<file path="config.mk">
export PLATFORM = sky130hd
export DESIGN_NAME = fetch_unit
export DESIGN_NICKNAME = d
export VERILOG_FILES = /design/src/rtl/cpu_pkg.sv /design/src/rtl/fetch_pc.sv /design/src/rtl/fetch_unit.sv
export SDC_FILE = /design/constraint.sdc
export NUM_CORES = 1
export LEC_CHECK = 0
export CORE_MARGIN = 4
export CORE_UTILIZATION = 35
export CTS_CLUSTER_SIZE = 40
export DETAILED_ROUTE_END_ITERATION = 12
export MAX_ROUTING_LAYER = met4
export PLACE_DENSITY = 0.69
export SKIP_CTS_REPAIR_TIMING = 1
export SLEW_MARGIN = 20
export SYNTH_ARGS = -nofsm -noshare
export SYNTH_HDL_FRONTEND = slang
export SYNTH_SLANG_ARGS = --single-unit
export TNS_END_PERCENT = 1
</file>
<file path="constraint.sdc">
create_clock -name clk -period 3.23 [get_ports clk]
set_input_delay 0.646 -clock clk [delete_from_list [all_inputs] [get_ports clk]]
set_output_delay 0.646 -clock clk [all_outputs]
set_load 0.01 [all_outputs]
</file>
<file path="src/rtl/cpu_pkg.sv">
// Shared types and constants for the 8-bit accumulator CPU.
// Holds the fetch FSM state encoding, the opcode map and the bus widths.
package cpu_pkg;

  localparam int ADRS_W = 8;
  localparam int DATA_W = 8;

  typedef enum logic [1:0] {
    S_OP   = 2'd0,
    S_ARG  = 2'd1,
    S_HOLD = 2'd2,
    S_ERR  = 2'd3
  } fetch_state_e;

  localparam logic [DATA_W-1:0] OP_LDI  = 8'h01;
  localparam logic [DATA_W-1:0] OP_LD   = 8'h02;
  localparam logic [DATA_W-1:0] OP_ADDI = 8'h03;
  localparam logic [DATA_W-1:0] OP_ADD  = 8'h04;
  localparam logic [DATA_W-1:0] OP_ST   = 8'h05;
  localparam logic [DATA_W-1:0] OP_JMP  = 8'h06;

endpackage

</file>
<file path="src/rtl/fetch_pc.sv">
// Program counter for the fetch unit.
// Ports:
//   clk, rst_n          clock and asynchronous active-low reset
//   inc_i               advance pc by one (modulo 256)
//   load_i, load_adrs_i load pc from a jump target
//   redirect_i,
//   redirect_adrs_i     load pc from execute; wins over load and increment
//   pc_o                current pc
//   out_of_range_o      pc points at or beyond the populated ROM
module fetch_pc
  import cpu_pkg::*;
#(
  parameter int                ROM_DEPTH = 32,
  parameter logic [ADRS_W-1:0] RESET_PC  = '0
) (
  input  logic              clk,
  input  logic              rst_n,
  input  logic              inc_i,
  input  logic              load_i,
  input  logic [ADRS_W-1:0] load_adrs_i,
  input  logic              redirect_i,
  input  logic [ADRS_W-1:0] redirect_adrs_i,
  output logic [ADRS_W-1:0] pc_o,
  output logic              out_of_range_o
);

  // One extra bit so that ROM_DEPTH = 256 compares correctly (never faults).
  localparam logic [ADRS_W:0] DEPTH_L = (ADRS_W + 1)'(ROM_DEPTH);

  logic [ADRS_W-1:0] pc_q, pc_d;

  always_comb begin
    pc_d = pc_q;
    if (redirect_i) begin
      pc_d = redirect_adrs_i;
    end else if (load_i) begin
      pc_d = load_adrs_i;
    end else if (inc_i) begin
      pc_d = pc_q + ADRS_W'(1);
    end
  end

  always_ff @(posedge clk or negedge rst_n) begin
    if (!rst_n) begin
      pc_q <= RESET_PC;
    end else begin
      pc_q <= pc_d;
    end
  end

  assign pc_o           = pc_q;
  assign out_of_range_o = ({1'b0, pc_q} >= DEPTH_L);

endmodule

</file>
<file path="src/rtl/fetch_unit.sv">
// Instruction fetch for the 8-bit accumulator CPU.
// Reads two-byte instructions (opcode, operand) from the program ROM,
// swallows unconditional jumps, and offers each remaining instruction to
// execute over a valid/ready handshake.
// Ports:
//   clk, rst_n                   clock and asynchronous active-low reset
//   rom_adrs, rom_rd, rom_dout   ROM read port (data combinational)
//   instr_valid, instr_ready     handshake to execute
//   opcode, operand, instr_pc    the offered instruction
//   redirect, redirect_adrs      pc override from execute
//   fetch_err                    sticky out-of-range fetch fault
//
// state  | meaning
// S_OP   | reading opcode byte at pc
// S_ARG  | reading operand byte at pc
// S_HOLD | instruction offered to execute, waiting for ready
// S_ERR  | fetch fault, idle until redirect or reset
module fetch_unit
  import cpu_pkg::*;
#(
  parameter int                ROM_DEPTH = 32,
  parameter logic [DATA_W-1:0] JMP_OP    = OP_JMP,
  parameter logic [ADRS_W-1:0] RESET_PC  = 8'h00
) (
  input  logic              clk,
  input  logic              rst_n,
  output logic [ADRS_W-1:0] rom_adrs,
  output logic              rom_rd,
  input  logic [DATA_W-1:0] rom_dout,
  output logic              instr_valid,
  input  logic              instr_ready,
  output logic [DATA_W-1:0] opcode,
  output logic [DATA_W-1:0] operand,
  output logic [ADRS_W-1:0] instr_pc,
  input  logic              redirect,
  input  logic [ADRS_W-1:0] redirect_adrs,
  output logic              fetch_err
);

  fetch_state_e      state_q, state_d;
  logic              valid_q, valid_d;
  logic              err_q, err_d;
  logic [DATA_W-1:0] opcode_q, opcode_d;
  logic [DATA_W-1:0] operand_q, operand_d;
  logic [ADRS_W-1:0] instr_pc_q, instr_pc_d;

  logic              pc_inc;
  logic              pc_load;
  logic [ADRS_W-1:0] pc;
  logic              pc_oor;

  fetch_pc #(
    .ROM_DEPTH (ROM_DEPTH),
    .RESET_PC  (RESET_PC)
  ) u_fetch_pc (
    .clk             (clk),
    .rst_n           (rst_n),
    .inc_i           (pc_inc),
    .load_i          (pc_load),
    .load_adrs_i     (rom_dout),
    .redirect_i      (redirect),
    .redirect_adrs_i (redirect_adrs),
    .pc_o            (pc),
    .out_of_range_o  (pc_oor)
  );

  // rom_dout is only looked at in S_OP/S_ARG with the range check passed,
  // so nothing from an unread or unpopulated ROM location is captured.
  always_comb begin
    state_d    = state_q;
    err_d      = err_q;
    opcode_d   = opcode_q;
    operand_d  = operand_q;
    instr_pc_d = instr_pc_q;
    pc_inc     = 1'b0;
    pc_load    = 1'b0;

    if (redirect) begin
      state_d = S_OP;
      err_d   = 1'b0;
    end else begin
      unique case (state_q)
        S_OP: begin
          if (pc_oor) begin
            state_d = S_ERR;
            err_d   = 1'b1;
          end else begin
            opcode_d   = rom_dout;
            instr_pc_d = pc;
            pc_inc     = 1'b1;
            state_d    = S_ARG;
          end
        end
        S_ARG: begin
          if (pc_oor) begin
            state_d = S_ERR;
            err_d   = 1'b1;
          end else begin
            operand_d = rom_dout;
            if (opcode_q == JMP_OP) begin
              pc_load = 1'b1;
              state_d = S_OP;
            end else begin
              pc_inc  = 1'b1;
              state_d = S_HOLD;
            end
          end
        end
        S_HOLD: begin
          if (instr_ready) begin
            state_d = S_OP;
          end
        end
        S_ERR: begin
          state_d = S_ERR;
        end
        default: begin
          state_d = S_OP;
        end
      endcase
    end

    valid_d = (state_d == S_HOLD);
  end

  always_ff @(posedge clk or negedge rst_n) begin
    if (!rst_n) begin
      state_q    <= S_OP;
      valid_q    <= 1'b0;
      err_q      <= 1'b0;
      opcode_q   <= '0;
      operand_q  <= '0;
      instr_pc_q <= '0;
    end else begin
      state_q    <= state_d;
      valid_q    <= valid_d;
      err_q      <= err_d;
      opcode_q   <= opcode_d;
      operand_q  <= operand_d;
      instr_pc_q <= instr_pc_d;
    end
  end

  assign rom_adrs    = pc;
  assign rom_rd      = (state_q == S_OP) || (state_q == S_ARG);
  assign instr_valid = valid_q;
  assign opcode      = opcode_q;
  assign operand     = operand_q;
  assign instr_pc    = instr_pc_q;
  assign fetch_err   = err_q;

endmodule

</file>
==> metrics.md, run 1 <==
| Metric | Value |
|---|---|
| Run status | finished clean |
| Largest fanout of any net on the critical path | 16 |
| Row cnt | 24 |
| Arrival time reported for the critical path endpoint | 2.28 ns |
| Number of maximum-capacitance violations | 0 |
| Post-route minimum period | 2.11 ns |
| Count of vias placed by the detailed router | 1265 |
| Growth of design area from synthesis to finish | 41.7% |
| Core ar. | 4470 um^2 |
| Largest net degree at the start of global routing | 37 |
| Total negative slack | 0 ns |
| Synth Instances | 134 |
| Worst slack on hold paths | 0.509 ns |
| Via count of the first global-routing pass | 1356 |
| Final wirelength | 4040 um |
| RSZ-0062 raised after global routing | no |
| Final Instance Area | 2350 um^2 |
| Leakage | 0.998 nW |
| Antenna fix cells | 0 |
| Maximum clock frequency | 475 MHz |
| Placed cell area | 2240 um^2 |
| Router iterations before antenna repair | 4 |
| Worst slack, placed | 0.823 ns |
| Worst setup path category | in -> reg |
| Final-stage net count | 213 |
| Number of sinks on the clock net | 36 |
| Number of synthesized register bits | 36 |
| Final Max Slew Viols | 0 |
| Worst slew margin relative to its limit | 65.8% |
| # setup viols final | 0 |
| Hold violation total from the final report | 0 |
| Total number of yosys warnings | 0 |
| Maximum VDD drop | 0.332 mV |
| Maximum buffer depth of the clock tree | 2 |
| Die area | 5900 um^2 |
| Net Count, Synth | 156 |
| Area of the multi-input gates | 692 um^2 |
| Number of violations reported at the end of detailed-routing iteration 0 | 71 |
| Global-route usage over all layers | 14.3% |
| Filler instances | 386 |
| Library cell used as clock root buffer | sky130_fd_sc_hd__clkbuf_8 |
| Die extent in x | 76.8 um |
| Biggest area consumer among synthesized cells | sky130_fd_sc_hd__dfrtp_1 |
| Crit path cell chain | clkdlybuf4s50_1, nand2b_1, nor2_4, mux2_2 |
| Clock transition at the registers of the reported paths | 0.07 ns |
| Worst-margin pin slew | 0.511 ns |
| Starting density of the core | 37.0% |
| Syn_area_per_cell | 12.4 um^2 |
| H-tree levels | 2 |
| Total design power | 1.53 mW |
| IO buf count | 54 |
| Total CTS buffers | 5 |
| Global-route wire length before repair | 6550 um |
| Layout cells sized above 1 | 19.8% |
| FF/Latch Area | 901 um^2 |
| Element type at the critical path end | flip-flop |
| Insertion delay to the later sink of the worst-skew pair | 0.28 ns |
| Sort of element at the start of the critical path | input port |
| Leading cell types by total area after synthesis | sky130_fd_sc_hd__dfrtp_1 (54%), sky130_fd_sc_hd__mux2_2 (14%), sky130_fd_sc_hd__nand3_1 (3.6%) |
| CTS tree | yes |
| Worst endpoint required time | 3.40 ns |
| Remaining Overflow, GRT | 0 |
| DRC violations left | 0 |
| Number of placed I/O pins | 55 |
| Post-DR vias/cell | 5.18 |
| Count of distinct cell types in the synthesized netlist | 37 |
| Initial antenna violation count | 0 |
| Slowest stage cell, crit path | sky130_fd_sc_hd__clkdlybuf4s50_1 |
| Hold/Removal Path Class | reg -> reg |
| Height of the chip | 76.8 um |
| CP max stage delay | 0.57 ns |
| Final period util | 65.2% |
| Final RePlAce weighted congestion | 0.893 |
| Final HPWL DP | 3000 um |
| Power density relative to cell area | 653 nW/um^2 |
| Antenna-violating nets left | 0 |
| Summed instance area of the synthesized netlist | 1660 um^2 |
| Share of synthesized area occupied by flip-flops and latches | 54.4% |
| Top cell type's share of synthesized area | 54.4% |
| Routed length per placed instance | 16.6 um |
| Worst setup margin | 1.12 ns |
| Clock skew after layout | 0.00723 ns |
-- cell usage after synthesis, drive strengths merged --
library cell,count
dfrtp,36
mux2,21
nand3,12
nand2,7
buf,6
inv,5
nor3,5
a21oi,4
nor2,4
mux2i,3
nand4,3
nor2b,3
a31oi,2
ha,2
nand2b,2
nor3b,2
nor4,2
o21ai,2
xnor2,2
a211oi,1
a221oi,1
a22oi,1
and4,1
and4bb,1
clkbuf,1
o211ai,1
o31a,1
o31ai,1
or3,1
xor2,1
-- critical path, delay by kind of cell --
family                 cells  cell delay (ns)
buffers and inverters      1             0.57
AND/OR/NAND/NOR            2             0.66
multiplexers               1             0.39
-- through the flow --
step                util [%]  cells
floorplan                  -    134
global placement        50.1    236
detailed placement      50.1    236
CTS                     52.5    244
global route            52.5    244
finish                  52.5    244
-- report_power, final --
| part | switching, mW | leakage (nW) | internal [mW] |
|---|---|---|---|
| Combinational | 0.185 | 0.495 | 0.310 |
| Sequential | 0.0919 | 0.448 | 0.563 |
| Clock | 0.155 | 0.0552 | 0.229 |
| Total | 0.432 | 0.998 | 1.10 |
-- state kept, by name, indices dropped and copies added, names as in the netlist --
| name | count |
|---|---|
| u_fetch_pc.pc_o | 8 |
| instr_pc | 8 |
| operand | 8 |
| state_q | 2 |
| instr_valid | 1 |
| fetch_err | 1 |
| opcode | 8 |
-- routing by layer --
metal | vias up | global-route usage [%] | routed length (um)
met4 | 0 | 3.08 | 19
met2 | 60 | 21.5 | 1810
met5 | - | - | 0
met3 | 5 | 4.45 | 266
met1 | 603 | 18.9 | 1950
li1 | 597 | - | -
-- layout make-up --
| type | count | share of cell area [%] |
|---|---|---|
| clock buffers | 6 | 3.09 |
| clock inverters | 2 | 1.49 |
| multi-input cells | 86 | 29.5 |
| flip-flops and latches | 36 | 38.4 |
| well taps | 52 | 2.77 |
| repair buffers | 57 | 24.0 |
| inverters | 5 | 0.800 |
-- logic make-up (layout without fill, tap and decap cells) --
logic type / Yosys count / in the layout / share of synthesized area (%)
flip-flops: 36 / 36 / 54.4
AO/OA/AOI/OAI: 14 / 14 / 5.44
AND/OR/NAND/NOR: 43 / 43 / 17.1
XOR/XNOR: 3 / 3 / 1.59
buffers and inverters: 12 / 70 / 3.85
multiplexers: 24 / 24 / 16.1
adder cells (fa/ha/maj): 2 / 2 / 1.51
-- worst paths after layout --
path / depth (start not counted) / slack (ns) / endpoint / from
worst min-delay path: 2 / 0.51 / fetch_err / fetch_err
max in group asynchronous: 2 / 2.13 / instr_pc[0] / rst_n
worst min register to register: 2 / 0.51 / fetch_err / fetch_err
worst max-delay path: 4 / 1.12 / opcode[7] / redirect
min in group asynchronous: 2 / 0.77 / opcode[0] / rst_n
worst max register to register: 5 / 1.26 / opcode[7] / state_q[1]
-- layout by cell type (no fill, tap or decap), types with 3 or more instances in the layout --
master / instances
sky130_fd_sc_hd__a21oi_1: 4
sky130_fd_sc_hd__buf_4: 3
sky130_fd_sc_hd__clkbuf_8: 5
sky130_fd_sc_hd__clkdlybuf4s50_1: 54
sky130_fd_sc_hd__dfrtp_1: 36
sky130_fd_sc_hd__inv_1: 5
sky130_fd_sc_hd__mux2_2: 21
sky130_fd_sc_hd__mux2i_1: 3
sky130_fd_sc_hd__nand2_1: 6
sky130_fd_sc_hd__nand3_1: 12
sky130_fd_sc_hd__nand4_1: 3
sky130_fd_sc_hd__nor2_1: 3
sky130_fd_sc_hd__nor2b_1: 3
sky130_fd_sc_hd__nor3_1: 4
Note: power is estimated with default switching activity, not from simulation.
==> inputs of run 2 (changes only) <==
==> constraint.sdc (replaced) <==
create_clock -name clk -period 2.2 [get_ports clk]
set_input_delay 0.44 -clock clk [delete_from_list [all_inputs] [get_ports clk]]
set_output_delay 0.44 -clock clk [all_outputs]
set_load 0.01 [all_outputs]
==> metrics.md, run 2 (synthesis results as in run 1) <==
| Metric | Value |
|---|---|
| Top cell family by delay on the critical path | buffers and inverters |
| Layout cells sized above 1 | 20.7% |
| Growth of design area from synthesis to finish | 41.2% |
| Library cell used as clock root buffer | sky130_fd_sc_hd__clkbuf_8 |
| Share of power burned in registers | 44.5% |
| H-tree levels | 2 |
| Hold violation total from the final report | 0 |
| RSZ-0062 raised after global routing | no |
| CTS tree | yes |
| Maximum VDD drop | 0.478 mV |
| Final wirelength | 3910 um |
| Number of placed I/O pins | 55 |
| Number of violations reported at the end of detailed-routing iteration 0 | 75 |
| Worst endpoint required time | 1.76 ns |
| Worst setup path category | reg -> out |
| Height of the chip | 76.8 um |
| Hold/Removal Path Class | reg -> reg |
| Final RePlAce weighted congestion | 0.820 |
| Sw Ratio | 29.2% |
| Global-route usage over all layers | 14.8% |
| Number of sinks on the clock net | 36 |
| DRC violations left | 0 |
| Leakage | 0.999 nW |
| Launch instance of the worst register-to-register path | state_q[1] |
| Register-to-Register Path Depth | 4 |
| Worst reg2reg setup slack | 0.40 ns |
| Maximum buffer depth of the clock tree | 2 |
| Worst slack on hold paths | 0.508 ns |
| Crit path cell chain | inv_1, clkdlybuf4s50_1 |
| Placed cell area | 2250 um^2 |
| Worst slack, placed | 0.163 ns |
| Final HPWL DP | 2930 um |
| Antenna-violating nets left | 0 |
| Commonest non-fill, non-tap cells in the layout | sky130_fd_sc_hd__clkdlybuf4s50_1 (54), sky130_fd_sc_hd__dfrtp_1 (36), sky130_fd_sc_hd__mux2_2 (21) |
| Initial antenna violation count | 0 |
| Worst slew margin relative to its limit | 69.6% |
| Worst setup margin | 0.322 ns |
| Number of maximum-capacitance violations | 0 |
| Clock skew after layout | 0.00648 ns |
| Row cnt | 24 |
| Post-route minimum period | 1.88 ns |
| Psw | 0.631 mW |
| Final period util | 85.4% |
| # setup viols final | 0 |
| Worst r2r dst | opcode[5] |
| Maximum clock frequency | 532 MHz |
| Element type at the critical path end | output port |
| Power density relative to cell area | 924 nW/um^2 |
| Power share of the combinational group | 33.3% |
| Total design power | 2.16 mW |
| Run status | finished clean |
| Clock power share | 22.2% |
| IO buf count | 54 |
| Starting density of the core | 37.0% |
| Die extent in x | 76.8 um |
| Insertion delay to the later sink of the worst-skew pair | 0.29 ns |
| Slowest stage cell, crit path | sky130_fd_sc_hd__clkdlybuf4s50_1 |
| CP bufs+invs | 2 |
| Hold-critical path depth | 1 |
| Most frequent standard cell in the layout excluding fill and tap cells | sky130_fd_sc_hd__clkdlybuf4s50_1 |
| Final Max Slew Viols | 0 |
| Internal power of the cells | 1.53 mW |
| Die area | 5900 um^2 |
| Remaining Overflow, GRT | 0 |
| Worst Hold Endpoint | instr_pc[7] |
| Largest fanout of any net on the critical path | 4 |
| Post-DR vias/cell | 5.14 |
| Via count of the first global-routing pass | 1391 |
| Global-route wire length before repair | 6710 um |
| Final Instance Area | 2340 um^2 |
| Critical hold path startpoint | instr_pc[7] |
| Final-stage net count | 214 |
| Clock transition at the registers of the reported paths | 0.07 ns |
| Routed length per placed instance | 16.0 um |
| Sort of element at the start of the critical path | flip-flop |
| CP max stage delay | 0.55 ns |
| Count of vias placed by the detailed router | 1260 |
| Antenna fix cells | 0 |
| Worst-margin pin slew | 0.455 ns |
| Router iterations before antenna repair | 4 |
| Total negative slack | 0 ns |
| Arrival time reported for the critical path endpoint | 1.44 ns |
| Largest net degree at the start of global routing | 37 |
| Total CTS buffers | 5 |
| Core ar. | 4470 um^2 |
run 2: changes by cell type in the layout (fill, tap and decap cells not counted):
cell	change
sky130_fd_sc_hd__clkinv_2	+1
sky130_fd_sc_hd__buf_4	+1
sky130_fd_sc_hd__bufinv_16	-1
sky130_fd_sc_hd__clkbuf_8	+1
sky130_fd_sc_hd__clkbuf_1	-1
run 2: worst register-to-register path, delay by kind of cell (launching register included):
kind | cells | cell delay, ns
multiplexers | 1 | 0.40
AND/OR/NAND/NOR | 3 | 0.83
flip-flops | 1 | 0.47
run 2: layout make-up:
cell class | count | area, um^2
Inverter | 5 | 18.8
Multi-Input combinational cell | 86 | 692
Timing Repair Buffer | 58 | 571
Sequential cell | 36 | 901
Clock buffer | 6 | 82.6
Clock inverter | 2 | 10.0
Tap cell | 52 | 65.1
Fill cell | 385 | 2130
run 2: power groups by stage:
stage,logic [mW],clock network [mW],registers [mW]
3_5_place_dp,0.725,0,0.973
4_1_cts,0.730,0.493,0.966
6_report,0.720,0.480,0.963
5_1_grt,0.775,0.525,0.992
3_3_place_gp,0.712,0,0.966
2_1_floorplan,0.228,0,1.02
run 2: per-stage QoR:
step,util (%),std cells
final,52.3,245
after global routing,52.3,245
after CTS,52.3,245
after detailed placement,50.2,237
after global placement,50.2,237
after floorplan,-,134
run 2: how the worst max path moves through the flow:
stage	from	end	slack, ns	cells after the start
final	state_q[1]	rom_rd	0.32	2
after global routing	state_q[1]	u_fetch_pc.pc_o[2]	0.18	5
after CTS	state_q[1]	rom_rd	0.31	2
after detailed placement	redirect	instr_pc[0]	0.16	4
after global placement	redirect	opcode[0]	0.22	4
after floorplan	u_fetch_pc.pc_o[6]	opcode[0]	0.56	5
run 2: routing by layer:
layer / global-route usage, % / vias to the layer above / share of wire [%]
li1: - / 596 / -
met1: 19.9 / 619 / 49
met2: 21.3 / 41 / 45
met3: 5.04 / 4 / 5.4
met4: 3.99 / 0 / 0.77
met5: - / - / 0
==> inputs of run 3 (changes only) <==
--- a/config.mk
+++ b/config.mk
@@ -5,11 +5,11 @@
 export SDC_FILE = /design/constraint.sdc
 export NUM_CORES = 1
 export LEC_CHECK = 0
+export CAP_MARGIN = 10
 export CORE_MARGIN = 4
 export CORE_UTILIZATION = 35
 export CTS_CLUSTER_SIZE = 40
 export DETAILED_ROUTE_END_ITERATION = 12
-export MAX_ROUTING_LAYER = met4
 export PLACE_DENSITY = 0.69
 export SKIP_CTS_REPAIR_TIMING = 1
 export SLEW_MARGIN = 20
==> metrics.md, run 3 (synthesis results as in run 1) <==
| Metric | Value |
|---|---|
| Run status | finished clean |
| Total negative slack | 0 ns |
| Commonest non-fill, non-tap cells in the layout | sky130_fd_sc_hd__clkdlybuf4s50_1 (54), sky130_fd_sc_hd__dfrtp_1 (36), sky130_fd_sc_hd__mux2_2 (21) |
| Remaining Overflow, GRT | 0 |
| Filler instances | 385 |
| Share of power burned in registers | 44.6% |
| Insertion delay to the later sink of the worst-skew pair | 0.29 ns |
| Critical hold path startpoint | instr_pc[7] |
| Final period util | 85.3% |
| DRC violations left | 0 |
| Worst Hold Endpoint | instr_pc[7] |
| Router iterations before antenna repair | 4 |
| Height of the chip | 76.8 um |
| Psw | 0.629 mW |
| Growth of design area from synthesis to finish | 41.2% |
| CP max stage delay | 0.55 ns |
| Hold violation total from the final report | 0 |
| Clock power share | 22.2% |
| Starting density of the core | 37.0% |
| Antenna fix cells | 0 |
| Register-to-Register Path Depth | 4 |
| CTS tree | yes |
| Worst slew margin relative to its limit | 69.7% |
| H-tree levels | 2 |
| Power density relative to cell area | 924 nW/um^2 |
| Die area | 5900 um^2 |
| Global-route wire length before repair | 6710 um |
| Total CTS buffers | 5 |
| Sw Ratio | 29.1% |
| Routed length per placed instance | 16.1 um |
| Largest net degree at the start of global routing | 37 |
| Number of maximum-capacitance violations | 0 |
| Library cell used as clock root buffer | sky130_fd_sc_hd__clkbuf_8 |
| Core ar. | 4470 um^2 |
| Post-DR vias/cell | 5.18 |
| Leakage | 0.999 nW |
| Launch instance of the worst register-to-register path | state_q[1] |
| Maximum clock frequency | 533 MHz |
| Hold/Removal Path Class | reg -> reg |
| Number of sinks on the clock net | 36 |
| Row cnt | 24 |
| Slowest stage cell, crit path | sky130_fd_sc_hd__clkdlybuf4s50_1 |
| Element type at the critical path end | output port |
| Largest fanout of any net on the critical path | 4 |
| Final HPWL DP | 2930 um |
| Utilization after layout | 52.3% |
| Final-stage net count | 214 |
| Initial antenna violation count | 0 |
| Worst r2r dst | instr_pc[0] |
| Most frequent standard cell in the layout excluding fill and tap cells | sky130_fd_sc_hd__clkdlybuf4s50_1 |
| Worst reg2reg setup slack | 0.40 ns |
| Internal power of the cells | 1.53 mW |
| Count of vias placed by the detailed router | 1268 |
| Top cell family by delay on the critical path | buffers and inverters |
| Global-route usage over all layers | 14.4% |
| Sort of element at the start of the critical path | flip-flop |
| Final Instance Area | 2340 um^2 |
| # setup viols final | 0 |
| Placed cell area | 2250 um^2 |
| Post-route minimum period | 1.88 ns |
| RSZ-0062 raised after global routing | no |
| Power share of the combinational group | 33.2% |
| Worst setup path category | reg -> out |
| Hold-critical path depth | 1 |
| Maximum buffer depth of the clock tree | 2 |
| Final RePlAce weighted congestion | 0.808 |
| CP bufs+invs | 2 |
| Antenna-violating nets left | 0 |
| Worst endpoint required time | 1.76 ns |
| Number of violations reported at the end of detailed-routing iteration 0 | 91 |
| Die extent in x | 76.8 um |
| Maximum VDD drop | 0.477 mV |
| Crit path cell chain | inv_1, clkdlybuf4s50_1 |
| IO buf count | 54 |
| Final wirelength | 3940 um |
| Number of placed I/O pins | 55 |
| Final Max Slew Viols | 0 |
| Critical path depth in cells | 2 |
| Via count of the first global-routing pass | 1388 |
| Layout cells sized above 1 | 20.7% |
| Arrival time reported for the critical path endpoint | 1.44 ns |
| Clock skew after layout | 0.00688 ns |
| Clock transition at the registers of the reported paths | 0.07 ns |
| Worst-margin pin slew | 0.454 ns |
run 3: cell counts in the layout (fill, tap and decap cells not counted):
No cell type changed its count.
run 3: metrics by stage:
step                hold WS, ns  instances  setup slack, ns  power, mW
CTS                       0.508        245            0.307       2.19
detailed placement        0.492        237            0.163       1.70
global route              0.529        245            0.180       2.29
floorplan                 0.144        134            0.558       1.25
finish                    0.508        245            0.324       2.16
global placement          0.479        237            0.218       1.68
run 3: cell type report:
cell class / instances / area (um^2) / area share (%)
flip-flops and latches: 36 / 901 / 38.5
multi-input cells: 86 / 692 / 29.6
repair buffers: 58 / 571 / 24.4
clock buffers: 6 / 82.6 / 3.53
well taps: 52 / 65.1 / 2.78
inverters: 5 / 18.8 / 0.802
clock inverters: 2 / 10.0 / 0.428
run 3: routing by layer:
layer	vias up	part of all wire, %	GRT usage, %
li1	596	-	-
met3	4	8.3	6.67
met4	0	0.76	3.99
met2	43	45	21.3
met1	625	46	18.9
met5	-	0	0
run 3: worst max-delay path by stage:
stage | start | slack (ns) | to
CTS | state_q[1] | 0.31 | rom_rd
detailed placement | redirect | 0.16 | instr_pc[0]
finish | state_q[1] | 0.32 | rom_rd
floorplan | u_fetch_pc.pc_o[6] | 0.56 | opcode[0]
global placement | redirect | 0.22 | opcode[0]
global route | state_q[1] | 0.18 | u_fetch_pc.pc_o[2]
run 3: power by group through the flow:
stage	Sequential (mW)	Clock, mW	Combinational (mW)
after floorplan	1.02	0	0.228
after global placement	0.966	0	0.712
after detailed placement	0.973	0	0.725
after CTS	0.966	0.493	0.730
after global routing	0.992	0.525	0.777
final	0.963	0.480	0.718
